## config.mk

```make
export PLATFORM = sky130hd
export DESIGN_NAME = piso_tx_shift_reg_flat
export DESIGN_NICKNAME = d
export VERILOG_FILES = /design/src/rtl/piso_tx_shift_reg_if.sv /design/src/rtl/piso_tx_shift_reg.sv /design/src/flat_wrapper.sv
export SDC_FILE = /design/constraint.sdc
export NUM_CORES = 1
export LEC_CHECK = 0
export ABC_AREA = 1
export BUFFER_PORTS_ARGS = -buffer_cell sky130_fd_sc_hd__buf_4
export CORE_MARGIN = 8
export CORE_UTILIZATION = 49
export DETAILED_ROUTE_END_ITERATION = 6
export PLACE_DENSITY = 0.71
export RECOVER_POWER = 50
export SETUP_SLACK_MARGIN = 0.3
export SLEW_MARGIN = 5
export SYNTH_ARGS = -nofsm -noshare
export SYNTH_HDL_FRONTEND = slang
export SYNTH_SLANG_ARGS = --single-unit
```

## constraint.sdc

```tcl
create_clock -name clk -period 1.88 [get_ports clk]
set_clock_uncertainty 0.05 [all_clocks]
set_input_delay 0.376 -clock clk [delete_from_list [all_inputs] [get_ports clk]]
set_output_delay 0.376 -clock clk [all_outputs]
set_load 0.05 [all_outputs]
```

## src/rtl/piso_tx_shift_reg_if.sv

```systemverilog
// Load/serial bundle for piso_tx_shift_reg.
// master: parallel producer side (drives word, valid, stall).
// slave : transmitter side (drives ready and the serial outputs).
interface piso_tx_shift_reg_if #(parameter int WIDTH = 8);
  logic [WIDTH-1:0] d;
  logic             load_valid;
  logic             load_ready;
  logic             stall;
  logic             q;
  logic             frame;
  logic             done;

  modport master (output d, load_valid, stall,
                  input  load_ready, q, frame, done);
  modport slave  (input  d, load_valid, stall,
                  output load_ready, q, frame, done);
endinterface

```

## src/rtl/piso_tx_shift_reg.sv

```systemverilog
// Parallel-in serial-out transmitter.
// A word is taken in IDLE through load_valid/load_ready. It is sent one bit
// per clock on q, with frame high for each payload bit and a one-cycle done
// after the last bit. stall freezes the shifter while in SHIFT.
// Optional macro PISO_TX_PARITY_EN appends an even-parity bit to each frame.
module piso_tx_shift_reg #(
  parameter int WIDTH     = 8,
  parameter bit MSB_FIRST = 1'b1
) (
  input logic               clk,
  input logic               rst,
  piso_tx_shift_reg_if.slave bus
);
`ifdef PISO_TX_PARITY_EN
  localparam int N = WIDTH + 1;
`else
  localparam int N = WIDTH;
`endif
  localparam int CW = $clog2(N + 1);
  localparam logic [CW-1:0] LAST = CW'(N - 1);

  localparam logic [0:0] IDLE  = 1'b0;
  localparam logic [0:0] SHIFT = 1'b1;

  logic [0:0]       state;
  logic [N-1:0]     sreg;
  logic [N-1:0]     word;
  logic [WIDTH-1:0] ord;
  logic [CW-1:0]    cnt;
  logic             q_r, frame_r, done_r;

  // Put the first bit on the wire at the MSB so the shifter always drains left
  always_comb begin
    ord = bus.d;
    if (!MSB_FIRST)
      for (int i = 0; i < WIDTH; i++) ord[i] = bus.d[WIDTH-1-i];
  end

`ifdef PISO_TX_PARITY_EN
  // Parity is fixed at load time and rides behind the last data bit
  assign word = {ord, ^bus.d};
`else
  assign word = ord;
`endif

  assign bus.load_ready = (state == IDLE);
  assign bus.q          = q_r;
  assign bus.frame      = frame_r;
  assign bus.done       = done_r;

  // Load, shift, end-of-frame; reset wins over everything
  always_ff @(posedge clk) begin
    if (!rst) begin
      state   <= IDLE;
      q_r     <= 1'b1;
      frame_r <= 1'b0;
      done_r  <= 1'b0;
      sreg    <= '0;
      cnt     <= '0;
    end else begin
      done_r <= 1'b0;
      case (state)
        IDLE: begin
          if (bus.load_valid) begin
            state   <= SHIFT;
            q_r     <= word[N-1];
            frame_r <= 1'b1;
            sreg    <= {word[N-2:0], 1'b0};
            cnt     <= '0;
          end
        end
        SHIFT: begin
          if (!bus.stall) begin
            if (cnt == LAST) begin
              state   <= IDLE;
              q_r     <= 1'b1;
              frame_r <= 1'b0;
              done_r  <= 1'b1;
              cnt     <= '0;
            end else begin
              q_r  <= sreg[N-1];
              sreg <= {sreg[N-2:0], 1'b0};
              cnt  <= cnt + CW'(1);
            end
          end
        end
        default: state <= IDLE;
      endcase
    end
  end
endmodule

```

## src/flat_wrapper.sv

```systemverilog
// flat-port wrapper written by rule: the top's interface ports become plain ports
module piso_tx_shift_reg_flat 
#(
  parameter int WIDTH     = 8,
  parameter bit MSB_FIRST = 1'b1
)
  (clk, rst, bus_d, bus_load_valid, bus_stall, bus_load_ready, bus_q, bus_frame, bus_done);
  piso_tx_shift_reg_if #(.WIDTH(WIDTH)) bus_i ();
  input logic clk;
  input logic rst;
  input wire logic [$bits(bus_i.d)-1:0] bus_d;
  input wire logic [$bits(bus_i.load_valid)-1:0] bus_load_valid;
  input wire logic [$bits(bus_i.stall)-1:0] bus_stall;
  output wire logic [$bits(bus_i.load_ready)-1:0] bus_load_ready;
  output wire logic [$bits(bus_i.q)-1:0] bus_q;
  output wire logic [$bits(bus_i.frame)-1:0] bus_frame;
  output wire logic [$bits(bus_i.done)-1:0] bus_done;
  assign bus_i.d = bus_d;
  assign bus_i.load_valid = bus_load_valid;
  assign bus_i.stall = bus_stall;
  assign bus_load_ready = bus_i.load_ready;
  assign bus_q = bus_i.q;
  assign bus_frame = bus_i.frame;
  assign bus_done = bus_i.done;
  piso_tx_shift_reg #(.WIDTH(WIDTH), .MSB_FIRST(MSB_FIRST)) u_core (.clk(clk), .rst(rst), .bus(bus_i));
endmodule
```

Yosys cells after proc, flatten, opt, wreduce, memory -nomap -nowiden
Index checks and enable logic that the tools add are counted.

Flip-flop bits (word level): 16. Latch bits: 0. Memory bits (writable): 0. Memory bits (read-only): 0. Input port bits: 12. Output and inout port bits: 4. Logic and storage cells: 39. Memories: 0.

Add/sub/neg operators: 1. Multiply operators: 0. Divide/modulo/power cells: 0. Order comparisons: 0. Equal/unequal tests: 5. Shifts and indexed selects: 0. Muxes and demuxes: 21. Bitwise operators: 2. Reduce and logical (&&, ||, !) cells: 4.

Operators by type and width (number): 8-bit two-way mux (3); 8-bit one-hot mux with 2 select lines (1); 4-bit two-way mux (3); 1-bit two-way mux (10); 2-bit != test (second input constant) (4); 4-bit one-hot mux with 2 select lines (1); 1-bit one-hot mux with 2 select lines (3); 3-bit AND reduction (2); 4-bit by 1-bit adder with 4-bit output (second input constant) (1); 4-bit by 3-bit equality test with 1-bit output (second input constant) (1); 3-bit OR reduction (1); 1-bit NOT (2); 2-bit AND reduction (1).

Depth between registers and ports, before layout
Gate-level depths: netlist of run 1.

Depth in word-level cells: 4. Gate-level depth with buffers: 8. Mapped depth without buffers: 7.

Least setup slack after synthesis of run 1
Ideal clock, no wire load.

Path kind: register to register. From: register u_core.state. To: register u_core.q_r, in the netlist u_core.bus.q. Library setup time: 124 ps. Arrival time: 1095 ps. Required time: 1706 ps. Slack: 612 ps. Cell stages (with the launch flop): 8. Buffers on the path: 1. Clock period less this slack: 1268 ps. Cell sequence: dfxtp_1 > inv_2 > nand2_2 > nand2_1 > buf_6 > inv_2 > a21oi_1 > o21ai_0.

Cells in the longest elaborated chain, start to end: 3. Elaborated cells on any way between the ends: 5. Those cells by class: eq/ne (2); mux (1); bitwise (1); reduce/logical (1).

RTL lines: start, declared (RTL line piso_tx_shift_reg.sv:25) `logic [0:0] state;`; start signal, assigned (RTL line piso_tx_shift_reg.sv:54) `state <= IDLE;`; start signal, assigned (RTL line piso_tx_shift_reg.sv:65) `state <= SHIFT;`; start signal, assigned (RTL line piso_tx_shift_reg.sv:75) `state <= IDLE;`; 1-bit NOT *; via bus_load_ready (RTL line flat_wrapper.sv:14) `output wire logic [$bits(bus_i.load_ready)-1:0] bus_load_ready;`; 2-bit != test (no source line); 2-bit AND reduction (no source line); end signal, assigned (RTL line piso_tx_shift_reg.sv:66) `q_r <= word[N-1];`; end signal, assigned (RTL line piso_tx_shift_reg.sv:81) `q_r <= sreg[N-1];`; end, declared (RTL line piso_tx_shift_reg.sv:30) `logic q_r, frame_r, done_r;`.

Mark *: on every way through the listed nets, which the timed path passes. The rest lies on a longest branch. A chain may end at the register's enable or synchronous reset.

Worst setup path after layout of run 1
From: register u_core.state. To: register u_core.q_r, in the netlist u_core.bus.q.

Cells in the longest elaborated chain, start to end: 3. Elaborated cells on any way between the ends: 5. Those cells by class: eq/ne (2); mux (1); bitwise (1); reduce/logical (1).

RTL lines: 1-bit NOT (RTL line piso_tx_shift_reg.sv:62) `case (state)`; 2-bit != test (no source line); 2-bit AND reduction (no source line).

Several ways; a longest one is shown, not always the timed one.

==> results.ini, run 1 <==
[run]
maxCapViolations = 0

[die]
start_util = 0.502
io_pins = 16
dieArea_um2 = 2950
row_count = 14
die_w_um = 54.4
die_h_um = 54.4
core_area_um2 = 1440

[clocking]
clk_pin_slew_ns = 0.09
numCtsBuffers = 3
cts_sinks = 15
root_buffer = clkbuf_4
cts_tree = done
clock_latency_ns = 0.28
cts_max_path_buffers = 2
cts_hold_buf = 0
cts_max_level = 1

[drt]
routedWlPerCell_um = 11.8
vias = 734
drt-pass1-iter-count = 4
routed_wirelength_um = 1690
drt_iter0_drc = 14
vias_per_cell = 5.13
final_antenna_net_count = 0
post-route-drc-count = 0

[synthesis]
yosysWarnings = 0
synth_compound_area_frac = 0.0833
yosys.area_share.simple = 0.394
synth_top_family_by_area = simple AND/OR/NAND/NOR gates
synth-xor-area-share = 0.0122
synth.net_count = 120
yosys.cell_types.count = 17
synth_fa_ha_area_frac = 0.0174
synth-seq-cells = 15
yosysSeqAreaShare = 0.417
syn_area_um2 = 721
syn_inst = 107
synth.area.mux_share = 0
postSynthAreaPerCell_um2 = 6.74

[layout]
fin_nets = 141
drive_above_1_share = 0.173
post-route-util = 0.611
final_cell_area_um2 = 877
area_growth_pct = 21.7
num_antenna_cells = 0
final_cell_count_no_fill = 143

[critical_path]
cp_common_cell = nand2_1
cp-start-kind = register
cpPeakStageDelay_ns = 0.44
path_class = reg2reg
path_max_fanout = 11
path_cells = buf_4, nand2_1, nand2_1, inv_1, a21oi_1, o21ai_0
critPathSlowestCell = dfxtp_1
worstPathArrival_ns = 1.66
end_kind = register
worstPathRequired_ns = 2.00

[sta]
worst_pin_slew_ns = 0.597
tns_ns = 0
post-route-period-util = 0.820
rsz0062_at_grt = false
max_slew_margin = 0.604
maxSlewViolCount = 0
holdWs_ns = 0.221
hold_violations = 0
setup_slack_ns = 0.339
min_period_ns = 1.54
fmax_ghz = 0.649
setup_viol = 0

[placement]
dpl_worst_slack_ns = 0.372
portBuffers = 15
hpwl_um = 1290
routabilityCongestion = 0.812
placed_cell_area_um2 = 840
dp_cells = 136

[global_routing]
grt_max_degree = 12
grt.busiest_layer = met2
grt_pass1_vias = 713
grt-ovfl-total = 0
antenna_found_initial = 0
grt_pass1_wl_um = 2750
met2_usage = 0.214
gr-usage-met1 = 0.139
grt.total_usage = 0.123
use_met3 = 0.0326

[hold_path]
hold_path_class = in2reg

[pwr]
peakVddDrop_mv = 0.531
p_total_mw = 0.695
p_leak_nw = 0.427
power_density_nw_per_um2 = 793

[run_status]
status = finished, final reports clean

-- layer usage --
layer  up-vias  routed length, um
met2        11                828
li1        378                  -
met5         -                  0
met4         0                 21
met3         4                 56
met1       341                781
-- layout by cell type (no fill, tap or decap), drive strengths merged --
cell    netlist  layout
nand2        36      36
nor2         17      17
buf           3      16
dfxtp        15      15
inv           9       9
a21oi         7       7
clkbuf        0       7
nand3b        6       6
o21ai         5       5
nand3         3       3
nor3          2       2
nand4         2       2
xor2          1       1
ha            1       1
-- worst max-delay path, delay by kind of cell (launching register included) --
| kind | cells | cell delay, ns |
|---|---|---|
| compound gates | 2 | 0.23 |
| buf+inv | 2 | 0.36 |
| flops | 1 | 0.44 |
| simple gates | 2 | 0.34 |
-- cells in the mapped netlist --
cell	number	share of area
dfxtp_1	15	0.42
nand2_1	35	0.18
nand4_1	2	0.017
nand2_2	1	0.0087
inv_1	6	0.031
buf_6	1	0.016
a21oi_1	7	0.049
o21ai_0	4	0.028
xor2_1	1	0.012
nand3_1	3	0.021
nor2_1	17	0.089
nand3b_1	6	0.062
nor3_1	2	0.014
buf_2	2	0.014
ha_1	1	0.017
inv_2	3	0.016
o21ai_1	1	0.0069
-- where the power goes --
group | leakage, nW | switching [mW] | total, mW | internal [mW]
Clock | 0.0150 | 0.0999 | 0.182 | 0.0824
Sequential | 0.123 | 0.0159 | 0.358 | 0.342
Combinational | 0.289 | 0.0973 | 0.155 | 0.0576
-- kinds of logic (layout without fill, tap and decap cells) --
| family | Yosys count | after routing |
|---|---|---|
| AND/OR/NAND/NOR | 66 | 66 |
| flip-flops | 15 | 15 |
| AO/OA/AOI/OAI | 12 | 12 |
| buffers and inverters | 12 | 32 |
| adder cells (fa/ha/maj) | 1 | 1 |
| XOR/XNOR | 1 | 1 |
-- what timing repair did --
| item | 4_1_cts | 5_1_grt |
|---|---|---|
| hold endpoints to repair | 0 | 0 |
| setup buffers | 0 | 3 |
| resized for setup | 0 | 1 |
| setup endpoints to repair | 0 | 8 |
-- path summary, 6_finish.rpt --
check                                       from               end  slack [ns]  cells after the start
worst max-delay path                u_core.state      u_core.bus.q        0.34                      6
worst min-delay path                   bus_stall   u_core.bus.done        0.22                      2
worst max register to register      u_core.state      u_core.bus.q        0.34                      6
worst min register to register  u_core.bus.frame  u_core.bus.frame        0.42                      2
-- state kept, by name, indices dropped and copies added (netlist names) --
name              cells
u_core.bus.done       1
u_core.state          1
u_core.bus.frame      1
u_core.bus.q          1
u_core.cnt            4
u_core.sreg           7
-- area by class of cell --
class,count,area (um2)
multi-input combinational,80,365
fill,141,559
tap,16,20.0
inverter,9,33.8
sequential,15,300
timing repair buffer,19,131
clock buffer,4,26.3
Power figures use the tool's default switching activity.
==> run 2, diff against run 1 <==
- ABC_AREA: 1 -> 0
- CORE_UTILIZATION: 49 -> 46
- PLACE_DENSITY: 0.71 -> 0.7
- clock period: 1.88 -> 1.3 ns (I/O delays scaled with it)
==> run 2 against run 1 <==
Net effect: the flow now finishes with violations (negative setup slack); global-route usage decreased by 1.2 points; flip-flop and latch count unchanged; clock power increased by 48%; worst setup slack lost 0.39 ns; critical endpoint is now u_core.sreg[2]; largest cell class unchanged; largest power group unchanged.
==> results.ini, run 2 <==
[synthesis]
yosys.cell_types.count = 30  ; was 17
ys.flop_type = dfxtp_1  ; unchanged
yosysWarnings = 0  ; unchanged
yosysSeqAreaShare = 0.406  ; was 0.417
syn_area_um2 = 739  ; was 721 um2
synth.largest_area_cell = dfxtp_1  ; unchanged
postSynthAreaPerCell_um2 = 9.24  ; was 6.74 um2
syn_inst = 80  ; was 107
synth.net_count = 93  ; was 120
synth_top_area_share = 0.406  ; was 0.417
async_flop_share = 0  ; unchanged
yosys-top-cells-count = 15 x dfxtp_1, 9 x nand2_1, 6 x mux2i_1, 6 x o211ai_1, 6 x or2_2  ; was 35 x nand2_1, 17 x nor2_1, 15 x dfxtp_1
synth_edf_count = 0  ; unchanged
yosys-top-cells-area = dfxtp_1 41%, mux2i_1 8.1%, o211ai_1 6.1%  ; was dfxtp_1 42%, nand2_1 18%, nor2_1 8.9%
synth-seq-cells = 15  ; unchanged
yosysMostFrequentCell = dfxtp_1  ; was nand2_1

[clocking]
numCtsBuffers = 3  ; unchanged
cts_max_path_buffers = 2  ; unchanged
clock_latency_ns = 0.29  ; was 0.28 ns
cts_max_level = 1  ; unchanged
cts_sinks = 15  ; unchanged
clk_pin_slew_ns = 0.08  ; was 0.09 ns
root_buffer = clkbuf_4  ; unchanged
cts_tree = done  ; unchanged

[sta]
max_slew_margin = 0.791  ; was 0.604
hold_violations = 0  ; unchanged
maxSlewViolCount = 0  ; unchanged
fmax_ghz = 0.740  ; was 0.649 GHz
min_period_ns = 1.35  ; was 1.54 ns
holdWs_ns = 0.186  ; was 0.221 ns
worst_pin_slew_ns = 0.312  ; was 0.597 ns
post-route-period-util = 1.04  ; was 0.820
rsz0062_at_grt = true  ; was false
setup_viol = 10  ; was 0
setup_slack_ns = -0.0508  ; was 0.339 ns

[layout]
regMostFlops = u_core.sreg  ; unchanged
largest_reg_flops = 7  ; unchanged
final_cell_mix = 26 x buf_4, 9 x dfxtp_1, 8 x nand2_1  ; was 35 x nand2_1, 17 x nor2_1, 16 x buf_4
num_antenna_cells = 0  ; unchanged
area_growth_pct = 50.6  ; was 21.7%
fill_cells = 115  ; was 141
fin_nets = 127  ; was 141
final_common_cell = buf_4  ; was nand2_1
reg_top3 = u_core.sreg (7), u_core.cnt (4)  ; unchanged
drive_above_1_share = 0.575  ; was 0.173

[die]
die_h_um = 56.1  ; was 54.4 um
start_util = 0.491  ; was 0.502
core_area_um2 = 1510  ; was 1440 um2
io_pins = 16  ; unchanged
die_w_um = 56.1  ; was 54.4 um
dieArea_um2 = 3150  ; was 2950 um2
row_count = 14  ; unchanged

[run_status]
status = finished with violations  ; was finished, final reports clean
violations = negative setup slack

[global_routing]
grt_pass1_vias = 651  ; was 713
grt_pass1_wl_um = 2880  ; was 2750 um
grt.busiest_layer = met2  ; unchanged
grt.total_usage = 0.111  ; was 0.123
antenna_found_initial = 0  ; unchanged
gr-usage-met1 = 0.127  ; was 0.139
use_met3 = 0.0525  ; was 0.0326
grt_max_degree = 23  ; was 12
grt-ovfl-total = 0  ; unchanged
met2_usage = 0.165  ; was 0.214

[drt]
drt_iter0_drc = 14  ; unchanged
vias = 700  ; was 734
post-route-drc-count = 0  ; unchanged
vias_per_cell = 5.43  ; was 5.13
drt-pass1-iter-count = 5  ; was 4
routed_wirelength_um = 1880  ; was 1690 um
final_antenna_net_count = 0  ; unchanged
routedWlPerCell_um = 14.6  ; was 11.8 um

[placement]
routabilityCongestion = 0.729  ; was 0.812
portBuffers = 15  ; unchanged
hpwl_um = 1140  ; was 1290 um

[hold_path]
hold_path_class = in2reg  ; unchanged

[critical_path]
path_class = reg2reg  ; unchanged
worstPathRequired_ns = 1.47  ; was 2.00 ns
end_kind = register  ; unchanged
path_delay_family = flip-flops  ; unchanged
path_max_fanout = 7  ; was 11
critPathSlowestCell = dfxtp_2  ; was dfxtp_1
cp-start-kind = register  ; unchanged
worstPathArrival_ns = 1.52  ; was 1.66 ns
crit_buf_inv = 0  ; was 2
rrSetupSlack_ns = -0.05  ; was 0.34 ns
path_cells = ha_4, and3b_2, o21ai_4, mux2i_1  ; was buf_4, nand2_1, nand2_1, inv_1, a21oi_1, o21ai_0
cpPeakStageDelay_ns = 0.34  ; was 0.44 ns

[pwr]
p_leak_nw = 0.497  ; was 0.427 nW
power_density_nw_per_um2 = 928  ; was 793 nW/um2
p_total_mw = 1.03  ; was 0.695 mW
peakVddDrop_mv = 0.637  ; was 0.531 mV

[run]
maxCapViolations = 0  ; unchanged

## run 2: cell types whose count changed in the layout (fill, tap and decap cells not counted), moves of 5 or more
cell	delta
mux2i_1	+6
inv_1	-7
buf_4	+10
nand2_1	-27
o211ai_1	+6
dfxtp_1	-6
nand3b_1	-6
dfxtp_2	+5
nor2_1	-15
or2_2	+6
## run 2: kinds of logic (layout without fill, tap and decap cells)
kind of cell,after synthesis,in the layout,synth area share
simple gates,32,32,0.240
compound gates,20,20,0.200
flops,15,15,0.406
mux,6,6,0.0812
buf+inv,6,39,0.0558
fa+ha+maj,1,1,0.0169
## run 2: layout make-up
cell class / count / area (um2) / share of cell area
inverters: 1 / 16.3 / 0.0146
multi-input cells: 59 / 452 / 0.406
repair buffers: 34 / 289 / 0.260
clock buffers: 4 / 26.3 / 0.0236
well taps: 16 / 20.0 / 0.0180
flip-flops and latches: 15 / 310 / 0.279
## run 2: repair_timing
action,CTS,global route
endpoints found under the setup margin,19,19
buffers inserted,4,7
pin swaps,3,5
resized for setup,16,15
hold buffers,0,0
hold endpoints to repair,0,0
## run 2: worst reg2reg max path: stages, from the launching register on
cell and delay, ns:
dfxtp_2 0.34, ha_4 0.15, and3b_2 0.23, o21ai_4 0.29, mux2i_1 0.23
## run 2: per-stage QoR
stage	utilization	TNS [ns]	worst slack [ns]	area [um2]	instances
6_report	0.739	-0.263	-0.0508	1110	129
5_1_grt	0.739	-0.863	-0.144	1110	129
4_1_cts	0.684	-0.322	-0.0612	1030	122
3_5_place_dp	0.613	-0.488	-0.0911	923	114
3_3_place_gp	0.613	-0.295	-0.0728	923	114
2_1_floorplan	-	-0.169	-0.0265	768	80
## run 2: final timing paths
| check | start | to | cells after the start |
|---|---|---|---|
| worst max-delay path | u_core.cnt[0] | u_core.sreg[2] | 4 |
| worst min-delay path | bus_d[0] | u_core.sreg[1] | 3 |
| worst max register to register | u_core.cnt[0] | u_core.sreg[2] | 4 |
| worst min register to register | u_core.sreg[4] | u_core.sreg[4] | 2 |
## run 2: power by group
| part | leakage (nW) | total [mW] | switching [mW] | internal [mW] |
|---|---|---|---|---|
| sequential | 0.125 | 0.509 | 0.0197 | 0.489 |
| combinational | 0.357 | 0.255 | 0.120 | 0.134 |
| clock | 0.0150 | 0.270 | 0.151 | 0.120 |
| total | 0.497 | 1.03 | 0.291 | 0.743 |
## run 2: layer usage
metal	wire (um)	vias to the layer above
met2	903	18
met1	812	327
li1	-	350
met5	0	-
met4	42	0
met3	123	5
